===== src/rtl/ahb_arbiter_if.sv =====
// AHB arbitration bus bundle: master requests in, grant/ownership out.
// The slave modport is the arbiter's view; the master modport is the requester side.
interface ahb_arbiter_if #(
  parameter int NUM_MST = 4
);
  logic [NUM_MST-1:0] HBUSREQ;
  logic [NUM_MST-1:0] HLOCK;
  logic [1:0]         HTRANS;
  logic [2:0]         HBURST;
  logic               HREADY;
  logic [1:0]         HRESP;
  logic [15:0]        HSPLIT;
  logic [NUM_MST-1:0] HGRANT;
  logic [3:0]         HMASTER;
  logic               HMASTERLOCK;

  modport slave (
    input  HBUSREQ, HLOCK, HTRANS, HBURST, HREADY, HRESP, HSPLIT,
    output HGRANT, HMASTER, HMASTERLOCK
  );

  modport master (
    output HBUSREQ, HLOCK, HTRANS, HBURST, HREADY, HRESP, HSPLIT,
    input  HGRANT, HMASTER, HMASTERLOCK
  );
endinterface


===== src/rtl/ahb_arbiter.sv =====
// Round-robin AHB arbiter with lock, fixed-burst protection and SPLIT masking.
// HGRANT moves one cycle after an arbitration point; HMASTER follows on the next HREADY edge; stalls hold everything.
module ahb_arbiter #(
  parameter int NUM_MST     = 4,
  parameter int DEFAULT_MST = 0
) (
  input logic          HCLK,
  input logic          HRESET,
  ahb_arbiter_if.slave bus
);

  localparam int IW = (NUM_MST > 1) ? $clog2(NUM_MST) : 1;
  localparam logic [IW-1:0]      DEF_IDX   = IW'(DEFAULT_MST);
  localparam logic [NUM_MST-1:0] DEF_GRANT = {{(NUM_MST-1){1'b0}}, 1'b1} << DEFAULT_MST;

  localparam logic [1:0] TR_NONSEQ = 2'b10;
  localparam logic [1:0] TR_SEQ    = 2'b11;
  localparam logic [1:0] RESP_OKAY  = 2'b00;
  localparam logic [1:0] RESP_SPLIT = 2'b11;

  logic [NUM_MST-1:0] grant_q, grant_d;
  logic [IW-1:0]      rr_q, rr_d;
  logic [3:0]         cnt_q, cnt_d;
  logic [NUM_MST-1:0] split_q, split_d;
  logic [3:0]         hmaster_q, hmaster_d;
  logic               hmlock_q, hmlock_d;
  logic               lock_hold_q, lock_hold_d;

  logic [NUM_MST-1:0] req;
  logic [IW-1:0]      winner;
  logic               found;
  logic               fixed_nonseq;
  logic               burst_done;
  logic               term_first;
  logic               term_second;
  logic               owner_lock;
  logic               arb;
  logic               unused_hsplit;

  assign unused_hsplit = &{1'b0, bus.HSPLIT};

  always_comb begin
    fixed_nonseq = (bus.HTRANS == TR_NONSEQ) && (bus.HBURST > 3'd1);
    term_first   = (bus.HRESP != RESP_OKAY) && !bus.HREADY;
    term_second  = (bus.HRESP != RESP_OKAY) && bus.HREADY;
    owner_lock   = bus.HLOCK[rr_q];
    burst_done   = ((cnt_q == 4'd0) && !fixed_nonseq) ||
                   ((cnt_q == 4'd1) && (bus.HTRANS == TR_SEQ));
    arb          = bus.HREADY && !owner_lock && !lock_hold_q && (burst_done || term_second);
    req          = bus.HBUSREQ & ~split_q;
  end

  // Round-robin search: indices above the last owner first, then wrap around.
  always_comb begin
    winner = DEF_IDX;
    found  = 1'b0;
    for (int i = 0; i < NUM_MST; i++) begin
      if (!found && req[i] && (i > int'(rr_q))) begin
        winner = IW'(i);
        found  = 1'b1;
      end
    end
    for (int i = 0; i < NUM_MST; i++) begin
      if (!found && req[i] && (i <= int'(rr_q))) begin
        winner = IW'(i);
        found  = 1'b1;
      end
    end
  end

  always_comb begin
    cnt_d = cnt_q;
    if (term_first) begin
      cnt_d = 4'd0;
    end else if (bus.HREADY) begin
      if (bus.HTRANS == TR_NONSEQ) begin
        case (bus.HBURST)
          3'd2, 3'd3: cnt_d = 4'd3;
          3'd4, 3'd5: cnt_d = 4'd7;
          3'd6, 3'd7: cnt_d = 4'd15;
          default:    cnt_d = 4'd0;
        endcase
      end else if ((bus.HTRANS == TR_SEQ) && (cnt_q != 4'd0)) begin
        cnt_d = cnt_q - 4'd1;
      end
    end
  end

  // The cycle after HLOCK falls is still owned by the locking master.
  always_comb begin
    lock_hold_d = lock_hold_q;
    if (owner_lock) begin
      lock_hold_d = 1'b1;
    end else if (bus.HREADY) begin
      lock_hold_d = 1'b0;
    end
  end

  always_comb begin
    split_d = split_q;
    if (term_first && (bus.HRESP == RESP_SPLIT)) begin
      for (int i = 0; i < NUM_MST; i++) begin
        if ((i != DEFAULT_MST) && (hmaster_q == 4'(i))) begin
          split_d[i] = 1'b1;
        end
      end
    end
    split_d = split_d & ~bus.HSPLIT[NUM_MST-1:0];
  end

  always_comb begin
    grant_d   = grant_q;
    rr_d      = rr_q;
    hmaster_d = hmaster_q;
    hmlock_d  = hmlock_q;
    if (arb) begin
      grant_d         = '0;
      grant_d[winner] = 1'b1;
      rr_d            = winner;
    end
    if (bus.HREADY) begin
      hmaster_d = 4'(rr_q);
      hmlock_d  = owner_lock;
    end
  end

  always_ff @(posedge HCLK or posedge HRESET) begin
    if (HRESET) begin
      grant_q     <= DEF_GRANT;
      rr_q        <= DEF_IDX;
      cnt_q       <= 4'd0;
      split_q     <= '0;
      hmaster_q   <= 4'(DEFAULT_MST);
      hmlock_q    <= 1'b0;
      lock_hold_q <= 1'b0;
    end else begin
      grant_q     <= grant_d;
      rr_q        <= rr_d;
      cnt_q       <= cnt_d;
      split_q     <= split_d;
      hmaster_q   <= hmaster_d;
      hmlock_q    <= hmlock_d;
      lock_hold_q <= lock_hold_d;
    end
  end

  assign bus.HGRANT      = grant_q;
  assign bus.HMASTER     = hmaster_q;
  assign bus.HMASTERLOCK = hmlock_q;

endmodule

===== src/flat_wrapper.sv =====
// flat-port wrapper written by rule: the top's interface ports become plain ports
module ahb_arbiter_flat 
#(
  parameter int NUM_MST     = 4,
  parameter int DEFAULT_MST = 0
)
  (HCLK, HRESET, bus_HBUSREQ, bus_HLOCK, bus_HTRANS, bus_HBURST, bus_HREADY, bus_HRESP, bus_HSPLIT, bus_HGRANT, bus_HMASTER, bus_HMASTERLOCK);
  ahb_arbiter_if #(.NUM_MST(NUM_MST)) bus_i ();
  input logic HCLK;
  input logic HRESET;
  input wire logic [$bits(bus_i.HBUSREQ)-1:0] bus_HBUSREQ;
  input wire logic [$bits(bus_i.HLOCK)-1:0] bus_HLOCK;
  input wire logic [$bits(bus_i.HTRANS)-1:0] bus_HTRANS;
  input wire logic [$bits(bus_i.HBURST)-1:0] bus_HBURST;
  input wire logic [$bits(bus_i.HREADY)-1:0] bus_HREADY;
  input wire logic [$bits(bus_i.HRESP)-1:0] bus_HRESP;
  input wire logic [$bits(bus_i.HSPLIT)-1:0] bus_HSPLIT;
  output wire logic [$bits(bus_i.HGRANT)-1:0] bus_HGRANT;
  output wire logic [$bits(bus_i.HMASTER)-1:0] bus_HMASTER;
  output wire logic [$bits(bus_i.HMASTERLOCK)-1:0] bus_HMASTERLOCK;
  assign bus_i.HBUSREQ = bus_HBUSREQ;
  assign bus_i.HLOCK = bus_HLOCK;
  assign bus_i.HTRANS = bus_HTRANS;
  assign bus_i.HBURST = bus_HBURST;
  assign bus_i.HREADY = bus_HREADY;
  assign bus_i.HRESP = bus_HRESP;
  assign bus_i.HSPLIT = bus_HSPLIT;
  assign bus_HGRANT = bus_i.HGRANT;
  assign bus_HMASTER = bus_i.HMASTER;
  assign bus_HMASTERLOCK = bus_i.HMASTERLOCK;
  ahb_arbiter #(.NUM_MST(NUM_MST), .DEFAULT_MST(DEFAULT_MST)) u_core (.HCLK(HCLK), .HRESET(HRESET), .bus(bus_i));
endmodule

===== config.mk =====
export PLATFORM = sky130hd
export DESIGN_NAME = ahb_arbiter_flat
export DESIGN_NICKNAME = d
export VERILOG_FILES = /design/src/rtl/ahb_arbiter_if.sv /design/src/rtl/ahb_arbiter.sv /design/src/flat_wrapper.sv
export SDC_FILE = /design/constraint.sdc
export NUM_CORES = 1
export LEC_CHECK = 0
export CAP_MARGIN = 20
export CELL_PAD_IN_SITES_DETAIL_PLACEMENT = 1
export CELL_PAD_IN_SITES_GLOBAL_PLACEMENT = 2
export CORE_UTILIZATION = 26
export DETAILED_ROUTE_END_ITERATION = 7
export PLACE_DENSITY = 0.93
export SYNTH_ARGS = -nofsm -noshare
export SYNTH_HDL_FRONTEND = slang
export SYNTH_SLANG_ARGS = --single-unit

===== constraint.sdc =====
create_clock -name HCLK -period 4 [get_ports HCLK]
set_clock_uncertainty 0.05 [all_clocks]
set_input_delay 0.8 -clock HCLK [delete_from_list [all_inputs] [get_ports HCLK]]
set_output_delay 0.8 -clock HCLK [all_outputs]
set_load 0.01 [all_outputs]

==> results.py, run 1 <==
metrics = {
    "status": {
        "outcome": "complete, no violations",
    },
    "place": {
        "portBuffers": 27,
        "dp_hpwl_um": 2350,
        "routabilityCongestion": 0.923,
        "dp_slack_ps": 1060,
    },
    "detailed_routing": {
        "drc_errors": 0,
        "vias_per_cell": 4.95,
        "drt-wirelength-per-cell_um": 14.8,
        "via_count": 985,
        "wl_um": 2950,
        "ant_nets": 0,
        "drt-pass1-iter-count": 4,
        "drt_iter0_drc": 10,
    },
    "floorplan": {
        "initial_core_util": 0.271,
        "fp.dieArea_mm2": 0.00443,
        "die_y_um": 66.6,
        "rows": 23,
        "io_pins": 43,
        "die_width_um": 66.6,
        "coreArea_mm2": 0.00400,
    },
    "power_and_ir_drop": {
        "p_leak_nw": 0.602,
        "pwr-share-comb": 0.408,
        "swShare": 0.358,
        "p_sw_uw": 261,
        "p_per_area_mw_per_mm2": 514,
        "p_int_uw": 468,
        "peakVddDrop_v": 0.000146,
        "clkPwrFrac": 0.179,
        "p_seq_frac": 0.413,
    },
    "sta": {
        "fmax_mhz": 375,
        "layout_setup_ws_ps": 1330,
        "slew_headroom": 0.527,
        "worst_slew_pin_slew_ps": 708,
        "rsz0062_at_grt": "no",
        "drv_slew": 0,
        "hold_viol": 0,
        "setup_viol": 0,
        "post-route-min-period_ps": 2670,
        "post-route-period-util": 0.667,
        "setup_tns_ps": 0,
        "holdWs_ps": 433,
    },
    "clock_tree": {
        "clk_pin_slew_ps": 70,
        "cts.sinks": 18,
        "clk_latency_ps": 250,
        "ctsResizeCount": 0,
        "cts_tree": "done",
        "clockBufferDepth": 2,
        "cts_htree_levels": 1,
        "post_cts_buffers": 0,
        "cts_root_buf": "clkbuf_8",
        "cts-buffers-inserted": 3,
        "hold_buffers": 0,
    },
    "finish": {
        "nets": 186,
        "area_growth_pct": 30.7,
        "fill_cells": 462,
        "n_antenna_cell": 0,
        "drive_gt1_frac": 0.0738,
        "fin_util": 0.354,
    },
    "logic_synthesis": {
        "synth_seq_cells": 18,
        "ys_warn_count": 0,
        "yosysSeqAreaShare": 0.416,
        "synth_cells": 124,
        "synth.cell_area_mm2": 0.00108,
        "avgSynthCellArea_um2": 8.75,
        "synth_cell_types": 38,
    },
    "worst_setup_path": {
        "cp-end-kind": "register",
        "crit_arrival_ps": 2810,
        "cpPeakStageDelay_ps": 650,
        "path_class": "in2reg",
        "cpMaxStageDelayCell": "clkdlybuf4s50_1",
        "cp_max_fo": 11,
        "critPathLaunchType": "input port",
        "worstPathRequired_ps": 4140,
        "path_cells": "clkdlybuf4s50_1 > and3_1 > nand3_1 > a311o_1 > a2111oi_0 > a21o_1",
    },
    "global_route": {
        "grt_pass1_wl_um": 5020,
        "grt_pass1_vias": 1106,
        "grt_antenna_before_repair": 0,
        "grt_usage": 0.151,
        "overflow": 0,
        "grt_max_degree": 19,
    },
    "min_path": {
        "worstHoldPathType": "reg2reg",
    },
    "job": {
        "cap_viol_max_count": 0,
    },
}
## cell usage after synthesis
master,number,area share
o21a_1,1,0.0069
conb_1,1,0.0035
nand2_1,12,0.042
mux2_4,1,0.014
nor2_1,16,0.055
a221o_1,1,0.0092
nand3b_1,1,0.0069
a2111oi_0,1,0.0081
a211oi_1,1,0.0069
a21o_1,1,0.0069
a21oi_1,8,0.037
a22oi_1,1,0.0069
nor3_1,3,0.014
a311o_1,1,0.0092
nor2b_1,5,0.029
o21ai_0,13,0.060
dfstp_2,1,0.024
a21o_2,3,0.024
and3_1,2,0.012
buf_4,2,0.014
a31o_2,1,0.0081
ha_1,2,0.023
nand3_1,1,0.0046
nand2b_1,5,0.029
clkbuf_1,3,0.010
or3_1,1,0.0058
o31ai_1,3,0.021
dfrtp_1,17,0.39
nor3b_1,1,0.0069
mux4_2,1,0.021
buf_6,2,0.021
a31oi_1,2,0.012
inv_1,5,0.017
o22ai_1,1,0.0058
a22o_1,1,0.0081
o2111ai_1,1,0.0081
mux2_2,1,0.010
o32ai_1,1,0.0081
## path summary, 6_finish.rpt
path	slack (ps)	startpoint	cells past startpoint	end
max in group asynchronous	2540	HRESET	2	u_core.bus.HGRANT[1]
worst min-delay path	430	u_core.bus.HGRANT[3]	2	u_core.bus.HGRANT[3]
worst min register to register	430	u_core.bus.HGRANT[3]	2	u_core.bus.HGRANT[3]
min in group asynchronous	920	HRESET	2	u_core.cnt_q[2]
worst max-delay path	1330	bus_HREADY	6	u_core.bus.HGRANT[2]
worst max register to register	1770	u_core.rr_q[0]	4	u_core.bus.HGRANT[2]
## power by group through the flow
stage | sequential [mW] | combinational (mW) | clock (mW)
after floorplan | 0.287 | 0.196 | 0
after global placement | 0.300 | 0.279 | 0
after detailed placement | 0.306 | 0.298 | 0
after CTS | 0.302 | 0.301 | 0.137
after global routing | 0.314 | 0.326 | 0.144
final | 0.301 | 0.298 | 0.130
## metrics by stage
stage | power (mW) | area (µm²) | instances
floorplan | 0.483 | 1090 | 125
global placement | 0.579 | 1370 | 195
detailed placement | 0.604 | 1370 | 195
CTS | 0.740 | 1420 | 199
global route | 0.784 | 1420 | 199
finish | 0.729 | 1420 | 199
## flip-flops by register name, summed over array words and instances, names as in the netlist
name / cells
u_core.split_q: 4
u_core.bus.HMASTERLOCK: 1
u_core.bus.HMASTER: 2
u_core.cnt_q: 4
u_core.bus.HGRANT: 4
u_core.rr_q: 2
u_core.lock_hold_q: 1
## logic make-up after synthesis
kind of cell	after synthesis	share of synthesized area
and+or+nand+nor	47	0.204
AOI/OAI and AO/OA	41	0.246
DFF	18	0.416
buffers and inverters	12	0.0623
muxes	3	0.0450
adders and majority gates	2	0.0231
other	1	0.00346
## cell usage in the layout, fill, tap and decap left out, types with 2 or more instances in the layout
cell type and instances:
nor3_1 3, inv_1 5, o31ai_1 3, a21o_2 3, nor2_1 16, nand2b_1 5, and3_1 2, conb_1 2
nor2b_1 5, nand2_1 12, a21oi_1 8, clkdlybuf4s50_1 27, ha_1 2, a31oi_1 2, clkbuf_8 3, dfrtp_1 17
o21ai_0 13
## critical path, delay by kind of cell
kind                   cells  cell delay (ps)
AO/OA/AOI/OAI              3             1020
buffers and inverters      1              650
AND/OR/NAND/NOR            2              330
## layer usage
layer,vias up,GRT usage,wire length (µm)
li1,486,-,-
met1,458,0.175,1250
met2,33,0.265,1500
met3,8,0.0257,123
met4,0,0.0691,72
met5,-,0,0
## final cells by class
cell class              instances  area [µm²]  share of cell area
well taps                      50        62.6              0.0441
clock buffers                   4        45.0              0.0318
flip-flops and latches         18         452               0.319
repair buffers                 27         270               0.191
multi-input cells              95         569               0.402
inverters                       5        18.8              0.0132
(Power assumes the default switching activity.)
==> run 2, diff against run 1 <==
--- a/config.mk
+++ b/config.mk
@@ -8,9 +8,9 @@
 export CAP_MARGIN = 20
 export CELL_PAD_IN_SITES_DETAIL_PLACEMENT = 1
 export CELL_PAD_IN_SITES_GLOBAL_PLACEMENT = 2
-export CORE_UTILIZATION = 26
+export CORE_UTILIZATION = 24
 export DETAILED_ROUTE_END_ITERATION = 7
-export PLACE_DENSITY = 0.93
+export PLACE_DENSITY = 0.88
 export SYNTH_ARGS = -nofsm -noshare
 export SYNTH_HDL_FRONTEND = slang
 export SYNTH_SLANG_ARGS = --single-unit
==> constraint.sdc (replaced) <==
create_clock -name HCLK -period 2.7 [get_ports HCLK]
set_clock_uncertainty 0.05 [all_clocks]
set_input_delay 0.54 -clock HCLK [delete_from_list [all_inputs] [get_ports HCLK]]
set_output_delay 0.54 -clock HCLK [all_outputs]
set_load 0.01 [all_outputs]
==> results.py, run 2 (synthesis results as in run 1) <==
metrics = {
    "detailed_routing": {
        "ant_nets": 0,
        "via_count": 987,
        "vias_per_cell": 4.84,
        "drt-pass1-iter-count": 4,
        "drt_iter0_drc": 48,
        "drc_errors": 0,
        "wl_um": 2820,
        "drt-wirelength-per-cell_um": 13.8,
    },
    "place": {
        "dp_hpwl_um": 2250,
        "routabilityCongestion": 0.834,
        "portBuffers": 27,
    },
    "floorplan": {
        "rows": 24,
        "die_y_um": 69.2,
        "die_width_um": 69.2,
        "initial_core_util": 0.249,
        "coreArea_mm2": 0.00435,
        "fp.dieArea_mm2": 0.00479,
        "io_pins": 43,
    },
    "power_and_ir_drop": {
        "p_int_uw": 708,
        "p_total_mw": 1.09,
        "clkPwrFrac": 0.180,
        "swShare": 0.352,
        "p_leak_nw": 0.616,
        "p_seq_frac": 0.389,
        "p_sw_uw": 384,
        "peakVddDrop_v": 0.000263,
        "pwr-share-comb": 0.431,
        "p_per_area_mw_per_mm2": 757,
    },
    "sta": {
        "setup_viol": 0,
        "setup_tns_ps": 0,
        "slew_headroom": 0.531,
        "post-route-min-period_ps": 2200,
        "fmax_mhz": 454,
        "drv_slew": 0,
        "post-route-period-util": 0.816,
        "rsz0062_at_grt": "no",
        "worst_slew_pin_slew_ps": 702,
        "hold_viol": 0,
    },
    "finish": {
        "layout_common_cells": "clkdlybuf4s50_1, dfrtp_1, nor2_1, o21ai_0, nand2_1",
        "nets": 189,
        "area_growth_pct": 33.0,
        "layout_commonest_cell": "clkdlybuf4s50_1",
        "drive_gt1_frac": 0.0921,
        "n_antenna_cell": 0,
    },
    "clock_tree": {
        "cts_tree": "done",
        "cts.sinks": 18,
        "clk_pin_slew_ps": 60,
        "ctsResizeCount": 0,
        "cts_root_buf": "clkbuf_8",
        "post_cts_buffers": 0,
        "clockBufferDepth": 2,
        "cts_htree_levels": 1,
        "clk_latency_ps": 260,
        "hold_buffers": 0,
        "cts-buffers-inserted": 3,
    },
    "global_route": {
        "grt_pass1_vias": 1118,
        "grt_usage": 0.127,
        "grt_antenna_before_repair": 0,
        "grt_pass1_wl_um": 4950,
        "overflow": 0,
        "grt_max_degree": 19,
    },
    "worst_setup_path": {
        "cp-end-kind": "register",
        "crit_buf_inv": 1,
        "cp_max_fo": 4,
        "crit_arrival_ps": 2350,
        "cpMaxStageDelayCell": "mux4_2",
        "critPathLaunchType": "input port",
        "path_cells": "clkdlybuf4s50_1 > mux4_2 > a311o_1 > a2111oi_0 > a21o_1",
        "path_class": "in2reg",
        "worstPathRequired_ps": 2840,
        "cpPeakStageDelay_ps": 500,
        "crit_family": "compound AO/OA/AOI/OAI gates",
    },
    "status": {
        "outcome": "complete, no violations",
    },
    "min_path": {
        "worstHoldPathType": "reg2reg",
    },
    "job": {
        "cap_viol_max_count": 0,
    },
}
run 2: cell count changes in the layout (fill, tap and decap cells not counted), sizes merged:
cell  change
buf       +3
run 2: layout make-up:
class,count,area (µm²)
Timing Repair Buffer,30,293
Fill cell,496,2910
Sequential cell,18,452
Multi-Input combinational cell,95,569
Tap cell,52,65.1
Clock buffer,4,45.0
Inverter,5,18.8
run 2: final timing paths:
path / cells past startpoint / endpoint / slack (ps) / startpoint
min: 2 / u_core.bus.HGRANT[1] / 450 / u_core.bus.HGRANT[1]
min in group asynchronous: 2 / u_core.cnt_q[0] / 640 / HRESET
max: 5 / u_core.bus.HGRANT[2] / 500 / bus_HLOCK[2]
min reg2reg: 2 / u_core.bus.HGRANT[1] / 450 / u_core.bus.HGRANT[1]
max in group asynchronous: 2 / u_core.split_q[0] / 1510 / HRESET
max reg2reg: 4 / u_core.bus.HGRANT[2] / 560 / u_core.rr_q[0]
run 2: worst min-delay path, delay by kind of cell, from the launching register on:
family / cells / cell delay (ps)
DFF: 1 / 350
and+or+nand+nor: 1 / 50
AOI/OAI and AO/OA: 1 / 60
run 2: through the flow:
| stage | setup slack, ps | area, µm² | util | hold WS, ps | std cells |
|---|---|---|---|---|---|
| floorplan | 775 | 1090 | - | 405 | 125 |
| global placement | 196 | 1400 | 0.321 | 421 | 200 |
| detailed placement | 226 | 1400 | 0.321 | 434 | 200 |
| CTS | 491 | 1440 | 0.331 | 452 | 204 |
| global route | 360 | 1440 | 0.331 | 476 | 204 |
| finish | 496 | 1440 | 0.331 | 447 | 204 |
run 2: power by group through the flow:
stage | clock network, mW | registers, mW | logic (mW)
floorplan | 0 | 0.426 | 0.290
global placement | 0 | 0.425 | 0.451
detailed placement | 0 | 0.432 | 0.469
CTS | 0.206 | 0.427 | 0.473
global route | 0.216 | 0.439 | 0.517
finish | 0.197 | 0.425 | 0.470
run 2: layer usage:
layer / share of wire / vias up / track usage / wire length, µm
li1: - / 490 / - / -
met1: 0.47 / 468 / 0.161 / 1320
met2: 0.48 / 23 / 0.213 / 1370
met3: 0.029 / 6 / 0.0174 / 83
met4: 0.018 / 0 / 0.0590 / 52
met5: 0 / - / 0 / 0
